[src/rtl/run_ctrl_pkg.sv]
// Shared types and default parameters for the run sequencer.
// The optional watchdog is enabled by defining RUN_CTRL_WATCHDOG_EN.
package run_ctrl_pkg;

   typedef enum logic [2:0] {
      IDLE,
      ARMED,
      CLEAR,
      RUN,
      DONE
   } run_state_t;

   localparam int CYCLE_W_DEF      = 16;
   localparam int MAX_CYCLES_DEF   = 4096;
   localparam int CLEAR_CYCLES_DEF = 2;

   function automatic logic is_busy(input run_state_t s);
      return (s == CLEAR) || (s == RUN);
   endfunction

endpackage

[src/rtl/run_cycle_counter.sv]
// Clear/enable counter that saturates at all-ones instead of wrapping.
module run_cycle_counter #(
   parameter int W = 16
) (
   input  logic         clk,
   input  logic         reset_n,
   input  logic         clear,
   input  logic         enable,
   output logic [W-1:0] count
);

   // NOTE: sequential state is always updated with non-blocking assignments.
   always_ff @(posedge clk or negedge reset_n) begin
      if (!reset_n) begin
         count <= '0;
      end else if (clear) begin
         count <= '0;
      end else if (enable && (count != '1)) begin
         count <= count + 1'b1;
      end
   end

endmodule

[src/rtl/run_controller.sv]
// Run sequencer: start/ack handshake, soft-clear pulse, run gating and optional
// cycle-budget watchdog (enabled by defining RUN_CTRL_WATCHDOG_EN).
module run_controller
   import run_ctrl_pkg::*;
#(
   parameter int CYCLE_W      = CYCLE_W_DEF,
   parameter int MAX_CYCLES   = MAX_CYCLES_DEF,
   parameter int CLEAR_CYCLES = CLEAR_CYCLES_DEF
) (
   input  logic               clk,
   input  logic               reset_n,
   input  logic               start,
   input  logic               done_in,
   output logic               run_en,
   output logic               soft_clear,
   output logic               ack,
   output logic               timeout,
   output logic               busy,
   output logic [CYCLE_W-1:0] cycle_count
);

   localparam int CLR_W = (CLEAR_CYCLES > 1) ? $clog2(CLEAR_CYCLES) : 1;
   localparam logic [CLR_W-1:0] CLR_LOAD = CLR_W'(CLEAR_CYCLES - 1);

   run_state_t       state, state_next;
   logic [CLR_W-1:0] clr_cnt, clr_cnt_next;
   logic             wd_hit;
   logic             cnt_clear;

`ifdef RUN_CTRL_WATCHDOG_EN
   assign wd_hit = (cycle_count == CYCLE_W'(MAX_CYCLES - 1));
`else
   assign wd_hit = 1'b0;
`endif

   always_ff @(posedge clk or negedge reset_n) begin
      if (!reset_n) begin
         state   <= IDLE;
         clr_cnt <= '0;
      end else begin
         state   <= state_next;
         clr_cnt <= clr_cnt_next;
      end
   end

   // NOTE: every comb output gets its default first so no latch is inferred.
   always_comb begin
      state_next   = state;
      clr_cnt_next = clr_cnt;
      case (state)
         IDLE:  if (start) state_next = ARMED;
         ARMED: if (!start) begin
                   state_next   = CLEAR;
                   clr_cnt_next = CLR_LOAD;
                end
         CLEAR: if (clr_cnt == '0) state_next = RUN;
                else               clr_cnt_next = clr_cnt - 1'b1;
         RUN:   if (done_in || wd_hit) state_next = DONE;
         DONE:  if (start) state_next = ARMED;
         default: state_next = IDLE;
      endcase
   end

   // Count restarts on the edge that enters CLEAR, so it reads 0 throughout CLEAR.
   assign cnt_clear = (state == ARMED) && !start;

   run_cycle_counter #(.W(CYCLE_W)) u_cycle_counter (
      .clk     (clk),
      .reset_n (reset_n),
      .clear   (cnt_clear),
      .enable  (state == RUN),
      .count   (cycle_count)
   );

`ifdef RUN_CTRL_WATCHDOG_EN
   logic timeout_q;

   // done_in has priority over budget exhaustion on the same edge.
   always_ff @(posedge clk or negedge reset_n) begin
      if (!reset_n) begin
         timeout_q <= 1'b0;
      end else if ((state == RUN) && (done_in || wd_hit)) begin
         timeout_q <= !done_in;
      end else if ((state == DONE) && start) begin
         timeout_q <= 1'b0;
      end
   end

   assign timeout = timeout_q;
`else
   assign timeout = 1'b0;
`endif

   assign run_en     = (state == RUN);
   assign soft_clear = (state == CLEAR);
   assign ack        = (state == DONE);
   assign busy       = is_busy(state);

endmodule

[config.mk]
export PLATFORM = sky130hd
export DESIGN_NAME = run_controller
export DESIGN_NICKNAME = d
export VERILOG_FILES = /design/src/rtl/run_ctrl_pkg.sv /design/src/rtl/run_cycle_counter.sv /design/src/rtl/run_controller.sv
export SDC_FILE = /design/constraint.sdc
export NUM_CORES = 1
export LEC_CHECK = 0
export BUFFER_PORTS_ARGS = -buffer_cell sky130_fd_sc_hd__buf_2
export CAP_MARGIN = 40
export CORE_MARGIN = 2
export CORE_UTILIZATION = 45
export CTS_CLUSTER_DIAMETER = 100
export DETAILED_ROUTE_END_ITERATION = 12
export HOLD_SLACK_MARGIN = 0.06
export PLACE_DENSITY = 0.68
export SKIP_LAST_GASP = 1
export SLEW_MARGIN = 20
export SYNTH_ARGS = -nofsm -noshare
export SYNTH_HDL_FRONTEND = slang
export SYNTH_SLANG_ARGS = --single-unit
export TNS_END_PERCENT = 5
[constraint.sdc]
create_clock -name clk -period 4.9 [get_ports clk]
set_input_delay 0.735 -clock clk [delete_from_list [all_inputs] [get_ports clk]]
set_output_delay 0.735 -clock clk [all_outputs]
set_load 0.005 [all_outputs]
== Word-level counts from Yosys, hierarchy flattened ==
Cells that the tools add are included.

* Input port bits: 4
* Output and inout port bits: 21
* Bits in registers: 20

* Reductions and logical operators: 10
* Multiplexer cells: 10
* Equal/unequal tests: 9
* Add/sub/neg operators: 2

{| class="wikitable"
|+ Operator list
! kind !! count
|-
| $mux 16 || 2
|-
| $add 16x1->16 const B || 1
|-
| $ne 16x16->1 const B || 1
|-
| $mux 3 || 4
|-
| $pmux 3 s4 || 1
|-
| $eq 3x2->1 const B || 2
|-
| $ne 2x2->1 const B || 3
|-
| $reduce_and 4->1 || 1
|-
| $reduce_bool 2->1 || 2
|-
| $eq 3x1->1 const B || 1
|-
| $eq 3x3->1 const B || 1
|-
| $logic_not 3->1 || 1
|-
| $logic_and 1x1->1 || 2
|-
| $mux 1 || 2
|-
| $ne 2x1->1 const B || 1
|-
| $pmux 1 s2 || 1
|-
| $reduce_and 2->1 || 1
|-
| $reduce_or 2->1 || 1
|-
| $logic_not 1->1 || 1
|-
| $logic_or 1x1->1 || 1
|-
| $sub 1x1->1 const B || 1
|}

== Depth between registers and ports, before layout ==
Gate-level depths: netlist of run 1.

* Depth in word-level cells: 4
* Gate-level depth with buffers: 7

== Hierarchy ==
Synthesis of run 1 repeated with hierarchy kept, for this count alone.

* Cells, all modules: 122
* Area total of the unflattened synthesis: 1193.6 um^2

{| class="wikitable"
|+ By module, submodules not included
! module !! times used !! seq. area each (um^2) !! cells each !! area each (um^2)
|-
| run_cycle_counter || 1 || 400.4 || 98 || 942.2
|-
| run_controller || 1 || 100.1 || 24 || 251.5
|}

== Worst setup path before layout of run 1 ==
OpenSTA, ideal clock, no wires.

* Kind: register to register
* From: register u_cycle_counter.count[0]
* To: register u_cycle_counter.count[9]
* Buffers on the path: 1
* Stages on the path, launching flop included: 7
* Slack: 3.108 ns
* Arrival: 1.714 ns
* Data required time: 4.822 ns
* Path through: dfrtp_1 ha_1 nand4_1 nor3_1 buf_2 or4_1 a21oi_1

* Longest elaborated chain between the ends: 3
* Elaborated cells between the ends (all ways): 6
* Those cells by class: add/sub (1); eq/ne (1); mux (2); reduce/logical (2)

{| class="wikitable"
|+ RTL lines
! element !! line !! RTL
|-
| start: declaration || run_cycle_counter.sv:9 || <nowiki>output logic [W-1:0] count</nowiki>
|-
| start signal: assignment || run_cycle_counter.sv:19 || <nowiki>count <= count + 1'b1;</nowiki>
|-
| $add 16x1->16 or $ne 16x16->1 (tied branches) || run_cycle_counter.sv:19, run_cycle_counter.sv:18 ||
|-
| $mux 16 or $logic_and 1x1->1 (tied branches) || run_cycle_counter.sv:18 || <nowiki>end else if (enable && (count != '1)) begin</nowiki>
|-
| $mux 16 or $reduce_bool 2->1 (tied branches) || -- ||
|}

Several ways; a longest one is shown, not always the timed one. The select of a mux whose other input is x is not followed.
A chain may end at the register's enable or synchronous reset.

== Worst setup path in the final report of run 1 ==
* From: register state[2]
* To: output run_en

* Longest elaborated chain between the ends: 1

{| class="wikitable"
|+ RTL lines
! element !! line !! RTL
|-
| start: declaration || run_controller.sv:25 || <nowiki>run_state_t state, state_next;</nowiki>
|-
| start signal: assignment || run_controller.sv:41 || <nowiki>state <= state_next;</nowiki>
|-
| $eq 3x2->1 || run_controller.sv:94 || <nowiki>assign run_en = (state == RUN);</nowiki>
|-
| end: declaration || run_controller.sv:14 || <nowiki>output logic run_en,</nowiki>
|}

Every way passes these cells.

==> results_dict.tcl, run 1 <==
set metrics [dict create \
    status "completed" \
    dr.pass1.iters 4 \
    slew_violations 0 \
    antennaDiodeCount 0 \
    peakVddDrop_uv 275 \
    drt-total-wl_mm 2.46 \
    nFillCells 240 \
    drive_above_1_share_pct 22.9 \
    grt.overflow.total 0 \
    synth_warnings 0 \
    synth_edf_count 0 \
    required_ns 4.16 \
    ys_ff_latch 20 \
    p_per_area_mw_per_mm2 365 \
    syn_nets 127 \
    hold_path.class "in2async" \
    place_area_mm2 0.00125 \
    ys_types 38 \
    hpwl_mm 1.73 \
    cts_tree "yes" \
    crit_fanout 10 \
    grt_max_degree 21 \
    cts.sinks 20 \
    finalWorstSetupSlack_ns 2.73 \
    grt.total_usage_pct 19.8 \
    hold_ws_ns 0.362 \
    place_ws_ns 2.88 \
    drtIter0Drc 21 \
    fin_worst_skew_ns 0.00404 \
    finalNetCount 150 \
    areaGrowthSynthToFinish_pct 13.4 \
    worst_slew_margin_rel_pct 67.2 \
    syn_avg_cell_area_um2 9.29 \
    critPathKind "reg2out" \
    period_minus_slack_ns 2.17 \
    die_area_mm2 0.00294 \
    wl_per_cell_um 14.2 \
    start_util_pct 46.6 \
    synthTopCellsByArea "dfrtp_1 (44%), a21oi_1 (4.9%), nand2_1 (4.6%)" \
    max_cap_violations 0 \
    grt_pass1_vias 982 \
    hold_viol_final 0 \
    place_congestion 0.827 \
    synth_cells 122 \
    clk_pin_slew_worst_paths_ns 0.12 \
    worst_pin_slew_ns 0.489 \
    postRouteAntennaNets 0 \
    startpoint_type "register" \
    viasPerCell 5.93 \
    synthArstFlopShare_pct 100 \
    antenna_found_initial 0 \
    port_buffers 23 \
    root_buffer "clkbuf_4" \
    vias 1031 \
    htree_levels 1 \
    synth_largest_area_cell "dfrtp_1" \
    post_cts_buffers 0 \
    synth_top_area_share_pct 44.2 \
    netlist_area_mm2 0.00113 \
    die-height_um 54.2 \
    arrival_ns 1.44 \
    die_width_um 54.2 \
    ys_seq_area_share_pct 44.2 \
    grt_pass1_wl_mm 4.22 \
    rows 18 \
    clock_latency_ns 0.30 \
    clockBufferDepth 2 \
    end_kind "primary output" \
    synthFlopType "dfrtp_1" \
    ios 25 \
    finalSetupTns_ns 0 \
    rsz0062_at_grt "no" \
    cts_resized 0 \
    cts-hold-fix-buffers 0 \
    dp.cells 170 \
    timing.final.crit_share_pct 44.4 \
    cts_buffers 3 \
    static-leakage-power_nw 0.610 \
    setup_violations 0 \
    core_mm2 0.00243 \
    rr_worst_depth 6 \
    final_area_mm2 0.00128 \
    fmax_mhz 460 \
    drc_errors 0 \
    layout.cells.non_filler 174 \
]
power by group:
group	switching [mW]	total, mW	leakage [nW]	internal (mW)
clock network	0.0513	0.0965	0.0210	0.0453
registers	0.0403	0.232	0.270	0.192
logic	0.0791	0.140	0.319	0.0611
total	0.171	0.469	0.610	0.298
layer usage:
| layer | routed length [µm] | track usage (%) | share of wire (%) | vias up |
|---|---|---|---|---|
| met4 | 20 | 10.4 | 0.81 | 0 |
| met3 | 121 | 3.61 | 4.9 | 2 |
| li1 | - | - | - | 499 |
| met1 | 1150 | 25.1 | 47 | 501 |
| met5 | 0 | 0 | 0 | - |
| met2 | 1170 | 31.9 | 48 | 29 |
cell usage in the layout (no fill, tap or decap), drive strengths merged, types with 2 or more instances in the layout:
cell	n
a21oi	11
or3	4
dfrtp	20
or4	6
inv	2
or2	2
nand4	7
mux2i	3
buf	25
nand3	4
or2b	2
clkbuf	4
o31ai	7
nor4	3
nand2	15
nor3	2
o21ai	7
and3	2
nor2	5
cell type report:
type	count	area [µm²]	share of cell area [%]
Tap cell	30	37.5	2.92
Clock buffer	4	36.3	2.82
Timing Repair Buffer	25	128	9.93
Multi-Input combinational cell	93	576	44.8
Inverter	2	7.51	0.584
Sequential cell	20	500	38.9
registers in the layout, indices dropped and copies added (netlist names):
signal                 count
clr_cnt                    1
state                      3
u_cycle_counter.count     16
final timing paths:
| kind | start | end | slack (ns) |
|---|---|---|---|
| max in group asynchronous | reset_n | u_cycle_counter.count[3] | 4.23 |
| worst min register to register | clr_cnt | clr_cnt | 0.53 |
| worst max register to register | u_cycle_counter.count[0] | u_cycle_counter.count[9] | 2.81 |
| min in group clk | clr_cnt | clr_cnt | 0.53 |
| worst max-delay path | state[2] | run_en | 2.73 |
| worst min-delay path | reset_n | u_cycle_counter.count[13] | 0.36 |
Yosys cell counts (2+ instances only):
cell / count
buf_4: 2
a21oi_1: 11
clkbuf_1: 2
o21ai_0: 7
nor2_1: 5
or4_1: 6
dfrtp_1: 20
nor3_1: 2
or3_1: 4
nand2_1: 14
nand3_1: 4
nor4_1: 2
mux2i_1: 3
buf_6: 2
or2b_1: 2
nand4_1: 7
o31ai_1: 7
inv_1: 2
worst max-delay path, stage by stage, from the launching register on:
cell and delay, ns:
dfrtp_1 0.45, and3b_1 0.50, buf_2 0.19
per-stage QoR:
step	total power, mW	util [%]
6_report	0.469	52.8
5_1_grt	0.509	52.8
4_1_cts	0.475	52.8
3_5_place_dp	0.376	51.3
3_3_place_gp	0.370	51.1
2_1_floorplan	0.332	-
cells by family (layout without fill, tap and decap cells):
kind of cell / count (synthesis) / in the layout / share of synthesized area, %
DFF: 20 / 20 / 44.2
buffers and inverters: 9 / 31 / 5.08
muxes: 3 / 3 / 2.65
and+or+nand+nor: 58 / 58 / 30.6
other: 1 / 1 / 0.331
AOI/OAI and AO/OA: 30 / 30 / 16.1
adders and majority gates: 1 / 1 / 1.10
(Power assumes the default switching activity.)
==> run 2: changes to the inputs <==
Settings changed: ABC_AREA set to 1, PLACE_DENSITY 0.68 to 0.7.
Clock period 4.9 ns to 2 ns, I/O delays scaled along.
==> results_dict.tcl, run 2 <==
set metrics [dict create \
    drive_above_1_share_pct 19.4 \
    setup_violations 0 \
    postRouteAntennaNets 0 \
    ys_seq_area_share_pct 39.5 \
    wl_per_cell_um 12.2 \
    ys_types 24 \
    antenna_found_initial 0 \
    top_regs "u_cycle_counter.count: 16 flops, state: 3 flops, clr_cnt: 1 flops" \
    worst_slew_margin_rel_pct 57.6 \
    finalNetCount 212 \
    timing.rr.end "u_cycle_counter.count[8]" \
    ys_ff_latch 20 \
    largest_register_ffs 16 \
    cts.sinks 20 \
    peakVddDrop_uv 510 \
    rr_worst_depth 7 \
    grt_pass1_wl_mm 5.23 \
    required_ns 2.25 \
    synth_warnings 0 \
    clk_pin_slew_worst_paths_ns 0.11 \
    synthArstFlopShare_pct 100 \
    cp-endpoint "u_cycle_counter.count[8]" \
    syn_nets 187 \
    place_congestion 0.891 \
    grt_max_degree 21 \
    root_buffer "clkbuf_4" \
    vias 1239 \
    cts_tree "yes" \
    die_width_um 57.0 \
    r2r-start "state[1]" \
    max_cap_violations 0 \
    fin_worst_skew_ns 0.00158 \
    arrival_ns 1.96 \
    synth_cells 182 \
    grt.total_usage_pct 20.2 \
    clockBufferDepth 2 \
    hold_ws_ns 0.400 \
    synthTopCellsByArea "dfrtp_1 (40%), nand2_1 (14%), nand3_1 (12%)" \
    htree_levels 1 \
    synth_top_area_share_pct 39.5 \
    hpwl_mm 2.19 \
    end_kind "register" \
    total_power_mw 1.55 \
    status "completed" \
    synth_common_cells "nand2_1 (47), nand3_1 (31), dfrtp_1 (20), inv_1 (20), nor2_1 (20)" \
    wl_met2_mm 1.40 \
    slew_violations 0 \
    ios 25 \
    finalSetupTns_ns 0 \
    hold_path.class "in2reg" \
    drc_errors 0 \
    highest_layer "met4" \
    areaGrowthSynthToFinish_pct 13.9 \
    critPathKind "reg2reg" \
    hold_viol_final 0 \
    synth_edf_count 0 \
    final_common_cell "nand2_1" \
    die_area_mm2 0.00325 \
    dr.pass1.iters 4 \
    die-height_um 57.0 \
    viasPerCell 5.23 \
    clock_latency_ns 0.30 \
    grt_pass1_vias 1226 \
    rrSetupSlack_ns 0.29 \
    wl_met3_um 109 \
    synthFlopType "dfrtp_1" \
    worst_pin_slew_ns 0.635 \
    drtIter0Drc 55 \
    synth_most_common_cell "nand2_1" \
    place_area_mm2 0.00139 \
    setup.worst_path.start "state[1]" \
    drt-total-wl_mm 2.88 \
    startpoint_type "register" \
    cts_buffers 3 \
    start_util_pct 46.7 \
    fmax_mhz 584 \
    timing.final.crit_share_pct 85.7 \
    rsz0062_at_grt "no" \
    period_minus_slack_ns 1.71 \
    port_buffers 23 \
    static-leakage-power_nw 0.737 \
    crit_fanout 20 \
    core_mm2 0.00271 \
    final_cell_mix "nand2_1 (47), nand3_1 (31), buf_2 (23)" \
    regMostFlops "u_cycle_counter.count" \
    synth_largest_area_cell "dfrtp_1" \
    grt.overflow.total 0 \
    antennaDiodeCount 0 \
    p_per_area_mw_per_mm2 1080 \
    netlist_area_mm2 0.00127 \
    post_cts_buffers 0 \
    final_area_mm2 0.00144 \
    wl_met1_mm 1.33 \
    rows 19 \
    syn_avg_cell_area_um2 6.96 \
]
run 2: changes by cell type in the layout (fill, tap and decap cells not counted), moves of 3 or more:
| cell | change |
|---|---|
| a21oi_1 | -7 |
| mux2i_1 | -3 |
| nand2_2 | +3 |
| nand3_1 | +27 |
| o21ai_1 | +3 |
| nand2_1 | +33 |
| or4_1 | -6 |
| or3_1 | -4 |
| o31ai_1 | -7 |
| nor2_1 | +14 |
| nor2_2 | +3 |
| inv_1 | +18 |
run 2: per-layer routing:
metal  up-vias  GRT usage [%]
li1        632              -
met1       575           25.6
met2        26           35.0
met3         6           2.95
met4         0           7.31
met5         -              0
run 2: where the power goes:
group | switching, mW | internal (mW) | leakage, nW
registers | 0.128 | 0.512 | 0.269
clock network | 0.128 | 0.111 | 0.0210
logic | 0.431 | 0.244 | 0.447
total | 0.688 | 0.867 | 0.737
run 2: final cells by class:
type                    count  area (µm²)
clock buffers               4        36.3
fillers                   281        1270
inverters                  22        82.6
multi-input cells         135         652
flip-flops and latches     20         500
well taps                  31        38.8
repair buffers             25         133
run 2: per-stage QoR:
| stage | utilization [%] | worst slack [ns] | std cells |
|---|---|---|---|
| floorplan | - | 0.541 | 182 |
| global placement | 51.4 | 0.201 | 232 |
| detailed placement | 51.4 | 0.133 | 232 |
| CTS | 53.1 | 0.106 | 237 |
| global route | 53.2 | 0.105 | 237 |
| finish | 53.2 | 0.287 | 237 |
run 2: critical path, cell delays in order, from the launching register on:
cell	delay (ns)
dfrtp_1	0.40
inv_1	0.13
nand3_1	0.14
nor2_2	0.20
inv_1	0.33
nand2_2	0.27
nand3_1	0.11
nand2_1	0.07
run 2: worst min-delay path by stage:
stage / from / to / slack, ns / cells after the start
after floorplan: reset_n / clr_cnt / 0.004 / 0
after global placement: reset_n / u_cycle_counter.count[0] / 0.27 / 1
after detailed placement: reset_n / u_cycle_counter.count[1] / 0.27 / 1
after CTS: start / state[0] / 0.40 / 5
after global routing: start / state[0] / 0.41 / 5
final: start / state[0] / 0.40 / 5
run 2: logic make-up after synthesis:
family / after synthesis / synth area share, %
and+or+nand+nor: 115 / 41.1
DFF: 20 / 39.5
xor gates and xnor gates: 3 / 2.08
other: 1 / 0.296
adders and majority gates: 1 / 0.988
AOI/OAI and AO/OA: 15 / 6.82
buffers and inverters: 27 / 9.19
run 2: what timing repair did:
item                                    4_1_cts  5_1_grt
gates resized for setup                       0        1
endpoints found under the setup margin        0       11
hold buffers                                  1        0
endpoints found under the hold margin        20        0
